[src/rtl/moving_average.sv]
// Boxcar smoothing stage: averages the last 2^shift signed samples, one output per input sample.
// Window shift is runtime-loadable over param_in/param_en; a load flushes all history.
module moving_average #(
  parameter int MSB           = 31,
  parameter int LOG2_DEPTH    = 3,
  parameter int DEFAULT_SHIFT = 2
) (
  input  logic         clk,
  input  logic         rst,
  input  logic [MSB:0] data_in,
  input  logic         data_en,
  input  logic [MSB:0] param_in,
  input  logic         param_en,
  output logic [MSB:0] data_out,
  output logic         data_en_out
);

  localparam int DEPTH = 1 << LOG2_DEPTH;
  localparam int SW    = $clog2(LOG2_DEPTH + 1);
  localparam int SUMW  = MSB + 1 + LOG2_DEPTH;

  logic [MSB:0]            hist [DEPTH];
  logic [LOG2_DEPTH-1:0]   wr_ptr;
  logic [LOG2_DEPTH-1:0]   rd_ptr;
  logic [LOG2_DEPTH:0]     cnt;
  logic [LOG2_DEPTH:0]     win;
  logic [SW-1:0]           shift;
  logic [MSB:0]            oldest;
  logic signed [SUMW-1:0]  sum;
  logic signed [SUMW-1:0]  sum_next;
  logic signed [SUMW-1:0]  avg;
  logic                    sample;

  assign sample = data_en && !param_en;

  // Until the window has filled, the sample leaving the window is an implicit zero.
  always_comb begin
    win      = (LOG2_DEPTH + 1)'(1) << shift;
    rd_ptr   = wr_ptr - win[LOG2_DEPTH-1:0];
    oldest   = (cnt >= win) ? hist[rd_ptr] : '0;
    sum_next = sum + {{LOG2_DEPTH{data_in[MSB]}}, data_in}
                   - {{LOG2_DEPTH{oldest[MSB]}}, oldest};
    avg      = sum_next >>> shift;
  end

  always_ff @(posedge clk) begin
    if (sample) begin
      hist[wr_ptr] <= data_in;
    end
  end

  always_ff @(posedge clk or posedge rst) begin
    if (rst) begin
      shift       <= SW'(DEFAULT_SHIFT);
      sum         <= '0;
      cnt         <= '0;
      wr_ptr      <= '0;
      data_out    <= '0;
      data_en_out <= 1'b0;
    end else begin
      data_en_out <= 1'b0;
      if (param_en) begin
        if (param_in > (MSB + 1)'(LOG2_DEPTH)) begin
          shift <= SW'(LOG2_DEPTH);
        end else begin
          shift <= param_in[SW-1:0];
        end
        sum    <= '0;
        cnt    <= '0;
        wr_ptr <= '0;
      end else if (data_en) begin
        sum    <= sum_next;
        wr_ptr <= wr_ptr + LOG2_DEPTH'(1);
        if (cnt != (LOG2_DEPTH + 1)'(DEPTH)) begin
          cnt <= cnt + (LOG2_DEPTH + 1)'(1);
        end
        // The averaged value always fits in MSB+1 bits, so plain truncation is exact.
        data_out    <= avg[MSB:0];
        data_en_out <= 1'b1;
      end
    end
  end

endmodule

[config.mk]
export PLATFORM = sky130hd
export DESIGN_NAME = moving_average
export DESIGN_NICKNAME = d
export VERILOG_FILES = /design/src/rtl/moving_average.sv
export SDC_FILE = /design/constraint.sdc
export NUM_CORES = 1
export LEC_CHECK = 0
export CORE_MARGIN = 8
export CORE_UTILIZATION = 60
export CTS_CLUSTER_SIZE = 8
export DETAILED_ROUTE_END_ITERATION = 12
export MAX_ROUTING_LAYER = met4
export PLACE_DENSITY = 0.87
export SLEW_MARGIN = 20
export SYNTH_ARGS = -nofsm -noshare
export SYNTH_HDL_FRONTEND = slang
export SYNTH_SLANG_ARGS = --single-unit
[constraint.sdc]
create_clock -name clk -period 7.24 [get_ports clk]
set_input_delay 1.448 -clock clk [delete_from_list [all_inputs] [get_ports clk]]
set_output_delay 1.448 -clock clk [all_outputs]
set_load 0.1 [all_outputs]
==> results_dict.tcl <==
set metrics [dict create \
    status "complete, no violations" \
    ctsRootBufferMaster "clkbuf_16" \
    grt_pass1_vias 11400 \
    grt_max_degree 78 \
    rsz0062_at_grt "false" \
    hpwlAfterDp_um 26300 \
    hold_viol 0 \
    grt-busiest-layer "met2" \
    peakVddDrop_mv 0.257 \
    post_cts_resized 0 \
    fin_hold_ws_ns 0.481 \
    hold_start "data_out[6]" \
    hold_path_end "data_out[6]" \
    drc_errors 0 \
    drive_gt1_share_pct 13.7 \
    ys_top_cells_by_area "edfxtp_1 46%, dfrtp_1 11%, mux4_2 8.8%, fa_1 4.2%, nand2_1 3.3%" \
    use_met1_pct 32.6 \
    crit_arrival_ns 6.62 \
    viasPerCell 6.14 \
    io_pins 101 \
    crit_type "flop to flop" \
    ctsHoldBuffers 0 \
    final_net_count 1542 \
    dp.cells 1724 \
    async_flop_share_pct 23.1 \
    dieArea_mm2 0.0334 \
    syn_nets 1423 \
    portBuffers 100 \
    hp-class "flop to flop" \
    synth.most_common_cell "edfxtp_1" \
    fin_cells 1811 \
    vias 11100 \
    r2r_start "shift[1]" \
    area_growth_syn_to_layout_pct 17.6 \
    crit_chain "buf_4, nor2_1, ha_4, buf_12, buf_4, mux4_2, nand2_1, a21oi_1, fa_1, inv_1, ha_1, a21oi_1, o21ai_0, or2_1, o311ai_0, a311oi_2, a221oi_2, o2bb2ai_1, a21oi_1" \
    htree_levels 2 \
    worst_clock_skew_ns 0.0235 \
    synth_edf_count 256 \
    fp.dieW_um 183 \
    ff2ff_setup_slack_ns 1.04 \
    critPathRequiredTime_ns 7.67 \
    clock-sinks 333 \
    cts_buffer_depth 3 \
    avgRoutedWirePerCell_um 22.9 \
    worst_path_max_delay_cell "ha_4" \
    drt_iter0_drc 1457 \
    cp_max_fo 38 \
    slowest_delay_ns 0.70 \
    synthCells 1276 \
    worstRegToRegCells 19 \
    synthFlopType "edfxtp_1" \
    combPwrFrac_pct 44.3 \
    postCtsSetupRepairBufs 0 \
    cts_tree "built" \
    synth_common_cells "256 x edfxtp_1, 147 x nand2_1, 139 x inv_1" \
    finalCriticalPeriod_ns 6.20 \
    critPathMostFrequentCell "a21oi_1" \
    initial_utilization_pct 60.6 \
    die-height_um 183 \
    finalWirelength_um 41400 \
    syn_avg_cell_area_um2 13.1 \
    switchingPower_uw 3230 \
    cp_top_family "compound AO/OA/AOI/OAI gates" \
    clk_pin_slew_ns 0.05 \
    grt_first_pass_wirelength_um 64000 \
    hold_depth 2 \
    p_int_uw 4630 \
    ant_nets 0 \
    synth_cell_types 73 \
    path_buf_inv 4 \
    worst_pin_slew_ns 1.00 \
    core_mm2 0.0276 \
    drv_cap 0 \
    fin_util_pct 71.2 \
    tns_ns 0 \
    firstDrtPassIters 6 \
    p_seq_share_pct 30.0 \
    met2_usage_pct 39.9 \
    pwr-share-clk_pct 25.7 \
    clk_latency_ns 0.56 \
    critPathLaunchType "flop" \
    antenna-diode-count 0 \
    seq_area_frac_synth_pct 57.6 \
    drv_slew 0 \
    power_per_cell_area_mw_per_mm2 401 \
    relSlewSlack_pct 33.1 \
    fin_crit_sh_pct 85.6 \
    synth_seq_cells 333 \
    fmax_ghz 0.161 \
    synth_top_area_share_pct 46.1 \
    grt_overflow 0 \
    use_met3_pct 5.66 \
    synth_top_cell_by_area "edfxtp_1" \
    cp-end-kind "flop" \
    grtUsageTotal_pct 25.5 \
    setup_viol 0 \
    place.gp.congestion 0.936 \
    num_rows 61 \
    r2r-end "data_out[30]" \
    cts_buffers 47 \
    antenna_found_initial 0 \
    yosysWarnings 0 \
    p_leak_uw 0.00760 \
    netlist_area_mm2 0.0167 \
    swShare_pct 41.1 \
]
==> logic make-up (layout without fill, tap and decap cells) <==
family	Yosys count	count (layout)	share of synthesized area (%)
mux	122	122	12.3
xor+xnor	40	40	2.10
flops	333	333	57.6
fa+ha+maj	79	79	7.50
buf+inv	200	357	4.68
compound gates	213	213	8.35
simple gates	289	289	7.50
==> metrics by stage <==
| step | setup WS [ns] | area (um^2) | total power (uW) |
|---|---|---|---|
| after floorplan | 1.53 | 16700 | 4870 |
| after global placement | 1.23 | 18200 | 5660 |
| after detailed placement | 1.14 | 18200 | 5760 |
| after CTS | 1.06 | 19600 | 7810 |
| after global routing | 0.666 | 19600 | 8200 |
| final | 1.04 | 19600 | 7860 |
==> layout make-up <==
cell class / count / area (um^2)
clock buffer: 84 / 1330
clock inverter: 3 / 55.1
fill: 1715 / 7930
inverter: 141 / 531
multi-input combinational: 743 / 6380
sequential: 333 / 9620
tap: 378 / 473
timing repair buffer: 129 / 1240
==> power groups by stage <==
| stage | combinational (uW) | clock, uW | sequential, uW |
|---|---|---|---|
| 2_1_floorplan | 1900 | 0 | 2970 |
| 3_3_place_gp | 3280 | 0 | 2380 |
| 3_5_place_dp | 3370 | 0 | 2390 |
| 4_1_cts | 3410 | 2040 | 2350 |
| 5_1_grt | 3710 | 2120 | 2370 |
| 6_report | 3490 | 2020 | 2360 |
==> routing by layer <==
metal,vias up,part of all wire [%]
li1,4863,-
met1,5493,39
met2,651,47
met3,120,10
met4,0,3.4
met5,-,0
==> state kept, by name, indices dropped and copies added, names as in the netlist <==
signal       flops
hist           256
sum             35
data_out        32
cnt              4
wr_ptr           3
shift            2
data_en_out      1
==> worst reg2reg max path: stages (launching register included) <==
cell and delay [ns]:
dfstp_2 0.51, buf_4 0.35, nor2_1 0.19, ha_4 0.71, buf_12 0.32, buf_4 0.39, mux4_2 0.58, nand2_1 0.08
a21oi_1 0.09, fa_1 0.50, inv_1 0.05, ha_1 0.37, a21oi_1 0.26, o21ai_0 0.23, or2_1 0.29, o311ai_0 0.40
a311oi_2 0.14, a221oi_2 0.40, o2bb2ai_1 0.17, a21oi_1 0.06
==> layout by cell type, fill, tap and decap left out, types with 3 or more instances in the layout <==
cell type	synthesis	final
buf_4	1	26
dfrtp_1	76	76
nand2_1	147	147
and3_1	3	3
mux4_2	65	65
nor2_1	81	78
edfxtp_1	256	256
o21ai_0	38	38
nand4_1	9	9
mux2_2	8	8
nor4_1	8	7
nor3_2	0	4
o221ai_1	6	6
o21ai_2	3	3
and2_1	8	8
a31oi_1	5	5
xnor2_1	27	26
nor2_4	0	3
a21o_1	10	10
inv_1	139	138
clkbuf_16	0	47
mux2i_1	49	49
a211o_1	5	5
nor3_1	8	4
ha_1	44	43
nand3_1	4	4
a21oi_2	4	5
a211oi_1	12	12
o21ai_1	5	5
a21oi_1	87	86
xor2_1	13	12
clkdlybuf4s50_1	0	99
clkbuf_1	38	36
nand2b_1	7	6
o211ai_1	6	6
fa_1	35	34
==> worst max-delay path by stage <==
| stage | start | end | slack (ns) | depth (start not counted) |
|---|---|---|---|---|
| global placement | shift[1] | data_out[30] | 1.23 | 19 |
| global route | shift[1] | data_out[28] | 0.67 | 18 |
| CTS | shift[1] | data_out[30] | 1.06 | 19 |
| detailed placement | shift[1] | data_out[30] | 1.14 | 19 |
| finish | shift[1] | data_out[30] | 1.04 | 19 |
| floorplan | param_en | hist[0][0] | 1.53 | 5 |
Note: power is estimated with default switching activity, not from simulation.
